==> config.mk <==
export PLATFORM = sky130hd
export DESIGN_NAME = uart_echo_buffer
export DESIGN_NICKNAME = d
export VERILOG_FILES = /design/src/rtl/uart_echo_buffer.sv
export SDC_FILE = /design/constraint.sdc
export NUM_CORES = 1
export LEC_CHECK = 0
export CAP_MARGIN = 10
export CORE_ASPECT_RATIO = 2
export CORE_MARGIN = 2
export CORE_UTILIZATION = 54
export DETAILED_ROUTE_END_ITERATION = 6
export GPL_TIMING_DRIVEN = 0
export MAX_ROUTING_LAYER = met4
export PLACE_DENSITY = 0.75
export SKIP_CTS_REPAIR_TIMING = 1
export SYNTH_ARGS = -nofsm -noshare
export SYNTH_HDL_FRONTEND = slang
export SYNTH_SLANG_ARGS = --single-unit
==> constraint.sdc <==
create_clock -name clk -period 3.04 [get_ports clk]
set_clock_uncertainty 0.2 [all_clocks]
set_input_delay 0.608 -clock clk [delete_from_list [all_inputs] [get_ports clk]]
set_output_delay 0.608 -clock clk [all_outputs]
set_load 0.02 [all_outputs]
==> src/rtl/uart_echo_buffer.sv <==
// uart_echo_buffer: byte FIFO between uart_rx and uart_tx.
// Mode 0 drains the FIFO into the transmitter as fast as the busy handshake
// allows. Mode 1 re-sends the most recently received byte once every PERIOD
// cycles and leaves the FIFO to fill. Provides occupancy, sticky overflow
// and a synchronous flush.
//
// Handshake: tx_en is a one-cycle request with tx_data already valid in that
// cycle. tx_data then holds until the next request. tx_busy is honoured only
// in IDLE (before a new request) and in WAIT (before returning to IDLE). It
// is ignored in the HOLD cycle after a request, because the transmitter
// raises busy one cycle late.
module uart_echo_buffer #(
  parameter int PAYLOAD_BITS = 8,
  parameter int DEPTH        = 16,
  parameter int CLK_HZ       = 2000000,
  parameter int PERIOD       = CLK_HZ
) (
  input  logic                      clk,
  input  logic                      rst,
  input  logic                      mode,
  input  logic                      flush,
  input  logic [PAYLOAD_BITS-1:0]   rx_data,
  input  logic                      rx_valid,
  input  logic                      tx_busy,
  output logic [PAYLOAD_BITS-1:0]   tx_data,
  output logic                      tx_en,
  output logic [$clog2(DEPTH):0]    fifo_count,
  output logic                      overflow
);

  localparam int AW   = $clog2(DEPTH);
  localparam int NW   = AW + 1;
  localparam int CW   = (PERIOD > 1) ? $clog2(PERIOD) : 1;
  localparam logic [CW-1:0] CNT_LAST   = CW'(PERIOD - 1);
  localparam logic [NW-1:0] FULL_COUNT = NW'(DEPTH);

  typedef enum logic [1:0] {IDLE, SEND, HOLD, WAIT} state_t;

  state_t                  state, state_next;
  logic [PAYLOAD_BITS-1:0] mem [DEPTH];
  logic [AW-1:0]           rd_ptr, wr_ptr;
  logic [NW-1:0]           count;
  logic [CW-1:0]           counter;
  logic                    pending, have_last;
  logic [PAYLOAD_BITS-1:0] last_byte;

  logic tick, fifo_empty, fifo_full;
  logic push_req, push_ok, pop;
  logic start_echo, start_repeat;

  assign tick       = (counter == '0);
  assign fifo_empty = (count == '0);
  assign fifo_full  = (count == FULL_COUNT);
  // A flush in the same cycle wins over an incoming byte.
  assign push_req   = rx_valid && !flush;
  // Room is available when not full, or when the head leaves this same cycle.
  assign push_ok    = push_req && (!fifo_full || pop);
  assign pop        = start_echo;

  assign fifo_count = count;
  // No request leaves the block while reset is applied.
  assign tx_en      = (state == SEND) && !rst;

  // Next-state and send-start decode; mode is only looked at in IDLE.
  always_comb begin
    state_next   = state;
    start_echo   = 1'b0;
    start_repeat = 1'b0;
    case (state)
      IDLE: begin
        if (!tx_busy) begin
          if (!mode) begin
            if (!fifo_empty) begin
              start_echo = 1'b1;
              state_next = SEND;
            end
          end else if (pending || (tick && have_last)) begin
            start_repeat = 1'b1;
            state_next   = SEND;
          end
        end
      end
      SEND:    state_next = HOLD;
      HOLD:    state_next = WAIT;
      WAIT:    if (!tx_busy) state_next = IDLE;
      default: state_next = IDLE;
    endcase
  end

  // State register.
  always_ff @(posedge clk) begin
    if (rst) state <= IDLE;
    else     state <= state_next;
  end

  // FIFO storage; contents need no reset because count gates every read.
  always_ff @(posedge clk) begin
    if (push_ok) mem[wr_ptr] <= rx_data;
  end

  // FIFO pointers and occupancy; pointers wrap naturally at DEPTH.
  always_ff @(posedge clk) begin
    if (rst || flush) begin
      rd_ptr <= '0;
      wr_ptr <= '0;
      count  <= '0;
    end else begin
      if (push_ok) wr_ptr <= wr_ptr + AW'(1);
      if (pop)     rd_ptr <= rd_ptr + AW'(1);
      case ({push_ok, pop})
        2'b10:   count <= count + NW'(1);
        2'b01:   count <= count - NW'(1);
        default: count <= count;
      endcase
    end
  end

  // Sticky overflow: a byte arrived with nowhere to go.
  always_ff @(posedge clk) begin
    if (rst || flush)                    overflow <= 1'b0;
    else if (push_req && fifo_full && !pop) overflow <= 1'b1;
  end

  // Remember the latest received byte, even if the FIFO dropped it.
  always_ff @(posedge clk) begin
    if (rst) begin
      last_byte <= '0;
      have_last <= 1'b0;
    end else if (flush) begin
      have_last <= 1'b0;
    end else if (rx_valid) begin
      last_byte <= rx_data;
      have_last <= 1'b1;
    end
  end

  // Free-running repeat-interval counter, shared by both modes.
  always_ff @(posedge clk) begin
    if (rst)                     counter <= '0;
    else if (counter == CNT_LAST) counter <= '0;
    else                         counter <= counter + CW'(1);
  end

  // Remember a repeat tick that could not be served; several collapse to one.
  always_ff @(posedge clk) begin
    if (rst || flush || !mode)   pending <= 1'b0;
    else if (start_repeat)       pending <= 1'b0;
    else if (tick && have_last)  pending <= 1'b1;
  end

  // Transmit byte is captured as the request is issued and held afterwards.
  always_ff @(posedge clk) begin
    if (rst)               tx_data <= '0;
    else if (start_echo)   tx_data <= mem[rd_ptr];
    else if (start_repeat) tx_data <= last_byte;
  end

endmodule

# Word level (Yosys, flattened, before mapping)
# Memory sizes are Yosys's and may differ from the RTL's. A register that Yosys moved wholly into a read port is not among the register bits.
# Index checks and enable logic that the tools add are counted.
[op_classes]
eq_ne = 11
n_reduce_logical = 25
mux = 21
addsub = 5
n_bitwise = 1
[op_table]
columns = ["cell", "n"]
rows = [
  ["$add A21 B1 Y21 const B", 1],
  ["$eq A21 B21 Y1 const B", 1],
  ["$logic_not A21 Y1", 1],
  ["$mux W8", 2],
  ["$mux W1", 10],
  ["$mux W2", 5],
  ["$pmux W5 S2", 1],
  ["$add A4 B1 Y4 const B", 2],
  ["$mux W4", 2],
  ["$pmux W2 S4", 1],
  ["$eq A2 B2 Y1 const B", 3],
  ["$logic_and A1 B1 Y1", 6],
  ["$ne A3 B3 Y1 const B", 2],
  ["$reduce_or A2 Y1", 3],
  ["$add A5 B1 Y5 const B", 1],
  ["$eq A5 B5 Y1 const B", 1],
  ["$logic_not A1 Y1", 5],
  ["$logic_not A5 Y1", 1],
  ["$sub A5 B1 Y5 const B", 1],
  ["$eq A2 B1 Y1 const B", 2],
  ["$logic_or A1 B1 Y1", 4],
  ["$ne A2 B2 Y1 const B", 2],
  ["$reduce_and A4 Y1", 1],
  ["$reduce_bool A2 Y1", 2],
  ["3 further kinds", 3],
]
[totals]
memories = 1
out_inout_bits = 15
elab_cells = 74
reg_bits = 55
ram_bits = 128
input_bits = 14
[memory_table]
columns = ["name", "depth", "word_bits", "read_ports", "rd_clocked_by_memory_dff", "write_ports", "line", "rtl"]
rows = [
  ["mem", 16, 8, 1, 1, 1, "40", "logic [PAYLOAD_BITS-1:0] mem [DEPTH];"],
]

# Depth between registers and ports, before layout
[depth]
ltp_word = 9
mapped_depth = 12
mapped_depth_nobuf = 11

# Worst setup path before layout
# No wires, ideal clock.
[synth_timing]
path_type = "register to register"
startpoint = "register state[0]"
endpoint = "register count[4], in the netlist fifo_count[4]"
period_less_slack_ps = 2945
stages_incl_launch_ff = 12
setup_ps = 70
arrival_ps = 2676
required_time_ps = 2770
n_path_buf = 1
slack_ps = 95
cell_sequence = "dfxtp_1 -> inv_1 -> ha_1 -> or3b_1 -> buf_6 -> a211oi_4 -> xor2_1 -> ha_1 -> o31a_1 -> o31a_1 -> or3_1 -> a21oi_1"
[synth_between]
elab_chain_cells = 6
word_cells_on_any_way = 8
cone_classes = "eq/ne: 2; mux: 2; reduce/logical: 4"
[synth_lines]
columns = ["item", "line", "rtl"]
rows = [
  ["start, declared", "39", "state_t state, state_next;"],
  ["start signal, assigned", "93", "else state <= state_next;"],
  ["$logic_not A2 Y1 (*)", "69", "case (state)"],
  ["$mux W1 (*)", "69", ""],
  ["$logic_or A1 B1 Y1", "57", "assign push_ok = push_req && (!fifo_full || pop);"],
  ["$logic_and A1 B1 Y1", "57", ""],
  ["$eq A2 B1 Y1 / $eq A2 B2 Y1 (equally long branches)", "110", "case ({push_ok, pop})"],
  ["$pmux W5 S2 / $reduce_bool A2 Y1 (equally long branches)", "--", ""],
  ["end signal, assigned", "111", "2'b10: count <= count + NW'(1);"],
  ["end signal, assigned", "112", "2'b01: count <= count - NW'(1);"],
  ["end signal, assigned", "113", "default: count <= count;"],
  ["end, declared", "42", "logic [NW-1:0] count;"],
]
# Every way passes the cells marked *; elsewhere a longest branch is shown, timed or not.
# A chain may end at the register's enable or synchronous reset.

# Final worst setup path
# Same ends and word-level chain as after synthesis.

==> implementation parameters <==
Parameter                              Value

Run status
  Outcome    finished, final reports clean

Floorplan
  Core Footprint    13890 µm²
  Top-level I/O count    29
  Area of the die    15210 µm²
  Placement row count    61
  Die span in y    172.4 µm
  Die Width    88.23 µm
  Initial Utilization    55.15%

Pwr
  Worst vdd rail ir drop    0.0004489 V
  Leakage power figure    2.795 nW
  Cell area power density    574.1 nW/µm²

Synthesis
  Number of flip-flops and latches in the synthesized netlist    187
  Commonest register cell after synthesis    edfxtp_1
  Netlist area before placement    7661 µm²
  Synthesized area per cell    14.43 µm²
  Fraction of registers with async set or reset after synthesis    0%
  Synthesized netlist cell count    531
  Proportion of synthesized chip area in sequential cells    65.59%
  Synth warnings    0
  Count of flip-flops with a built-in enable after synthesis    128
  Nets in the synthesized netlist    558
  Post-synthesis cell type count    48

Cells and area
  Leading cell type in the layout, fill and taps excluded    edfxtp_1
  Final instance count without filler cells    783
  Number of fillers in the final layout    1029
  Signed area change from the synthesized netlist to the final layout    15.48%
  Share of cells above drive strength 1    19.02%
  Post-route core utilization    63.69%
  Leading cell types in the layout, fill and taps excluded    edfxtp_1, dfxtp_1, nor2_1
  Number of diodes    0
  Number of nets in the layout    609

Critical path
  CP max FO    7
  Crit path top cell by count    o31a_1
  Kind of capture point of the worst setup path    flop
  Slowest cell on the critical path    or3b_4
  CP peak stage delay    410 ps
  Required time reported for the critical path endpoint    3210 ps
  Arrival time worst endpoint    3110 ps
  Element type at the critical path start    flop
  Classification of the worst setup path    reg -> reg
  List of cells traversed by the critical path    inv_2 -> ha_4 -> or3b_4 -> buf_6 -> a211oi_4 -> xor2_1 -> ha_2 -> o31a_1 -> o31a_1 -> or3_1 -> a21oi_1

Timing
  Post-route minimum period    2949 ps
  Number of pins exceeding their max-slew limit in the final report    0
  Worst slew margin relative to its limit    45.11%
  Final worst setup slack    91.10 ps
  Timing-limited maximum frequency    339.1 MHz
  Worst Tran Pin Value    821.5 ps
  Hold Slack    271.3 ps
  Post-route clock period utilization    97.00%
  Final Hold Violating Endpoints    0
  Total of endpoints with negative setup slack in the final report    0

Placed design
  Hpwl dp    11740 µm
  Worst setup slack after placement    -1166 ps
  Port bufs    27
  DP Cell Count    747
  Weighted congestion at the end of routability-driven global placement    0.8886

CTS
  Clock network latency to the later pin of the worst-skew pair    430 ps
  Largest buffer count on any clock path    2
  CTS Root Buffer Type    clkbuf_16
  Clock H-tree levels    4
  Sinks on the clock net    187
  Total clock buffers created by CTS    17
  Clock-pin slew on the worst setup and hold paths    70 ps
  TritonCTS clock tree    built

Route
  Iteration-0 DRC count of the detailed router    257
  DRC violation count after routing    0
  First drt pass iteration count    5
  Via total after detailed routing    4503
  Antenna violation net count after detailed routing    0
  Routed WL per cell    20.55 µm
  Wire length reported by the detailed router    16090 µm
  Vias/cell    5.751

Global routing
  Wire length of the first global-routing pass    24670 µm
  Met2 global-route usage    41.55%
  Number of global-route vias before repair    4658
  Most used routing layer    met2
  Met3 Resource Use GR    3.914%
  Pin count of the biggest net entering global routing    19
  Congestion Overflow GR    0
  Fraction of met1 tracks used by global routing    21.81%
  Antenna violations before repair    0
  Total Routing Usage GR    23.34%

Worst hold path
  Type of the most critical hold path    reg -> reg

Flow run
  Number of maximum-capacitance violations    0
state kept, by name, indices dropped and copies added, names as in the netlist, named ones only:
register / count
last_byte: 8
fifo_count: 5
overflow: 1
rd_ptr: 4
mem: 128
pending: 1
counter: 21
tx_data: 8
state: 2
wr_ptr: 4
have_last: 1
worst paths after layout:
kind | startpoint | endpoint | slack, ps | cells after the start
hold reg to reg | last_byte[7] | last_byte[7] | 270 | 2
setup reg to reg | state[0] | fifo_count[4] | 90 | 11
setup / recovery | state[0] | fifo_count[4] | 90 | 11
hold / removal | last_byte[7] | last_byte[7] | 270 | 2
cells in the mapped netlist (5+ instances only):
master,n,area [µm²]
a21oi_1,16,80.08
a31oi_1,11,68.82
and3_1,5,31.28
buf_1,5,18.77
buf_2,6,30.03
clkbuf_1,15,56.30
dfxtp_1,59,1181
edfxtp_1,128,3844
ha_1,13,162.7
inv_1,9,33.78
mux2_2,8,90.09
mux2i_1,9,90.09
mux4_2,32,720.7
nand2_1,41,153.9
nand3_1,6,30.03
nand4_1,15,93.84
nor2_1,56,210.2
nor3_1,7,35.03
o211ai_1,8,60.06
o21ai_0,12,60.06
xnor2_1,13,113.9
xor2_1,16,140.1
cell families (layout without fill, tap and decap cells):
| family | Yosys count | in the layout | share of synthesized area (%) |
|---|---|---|---|
| mux | 49 | 49 | 11.76 |
| flops | 187 | 187 | 65.59 |
| buf+inv | 36 | 99 | 1.960 |
| simple gates | 155 | 155 | 9.799 |
| fa+ha+maj | 13 | 13 | 2.123 |
| compound gates | 62 | 62 | 5.455 |
| xor+xnor | 29 | 29 | 3.315 |
cell type report:
class / count / area [µm²] / area share [%]
plain buffers: 27 / 116.4 / 1.315
flip-flops and latches: 187 / 5027 / 56.82
well taps: 189 / 236.5 / 2.673
clock buffers: 17 / 425.4 / 4.808
multi-input cells: 308 / 2569 / 29.03
repair buffers: 32 / 307.8 / 3.479
inverters: 9 / 33.78 / 0.3818
clock inverters: 14 / 131.4 / 1.485
where the power goes:
group	total, mW	internal (mW)	switching [mW]
clock	2.07	1.07	0.999
sequential	2.76	2.74	0.0184
combinational	0.249	0.0964	0.152
total	5.08	3.91	1.17
worst max-delay path, delay by kind of cell (launching register included):
kind	cells	cell delay (ps)
compound gates	4	880
xor+xnor	1	120
fa+ha+maj	2	380
buf+inv	2	240
flops	1	340
simple gates	2	710
stage by stage:
step	setup TNS (ps)	instance area, µm²	total power, mW
after floorplan	0	7661	2.943
after global placement	-102540	8168	3.036
after detailed placement	-104140	8168	3.048
after CTS	-47910	8725	5.077
after global routing	-7.914	8847	5.204
final	0	8847	5.079
layer usage:
layer,part of all wire (%),routed length (µm)
met5,0,0
met4,6.7,1075
met3,3.4,548
met2,56,9040
met1,34,5428
No activity file was read; power rests on OpenSTA's default activity.
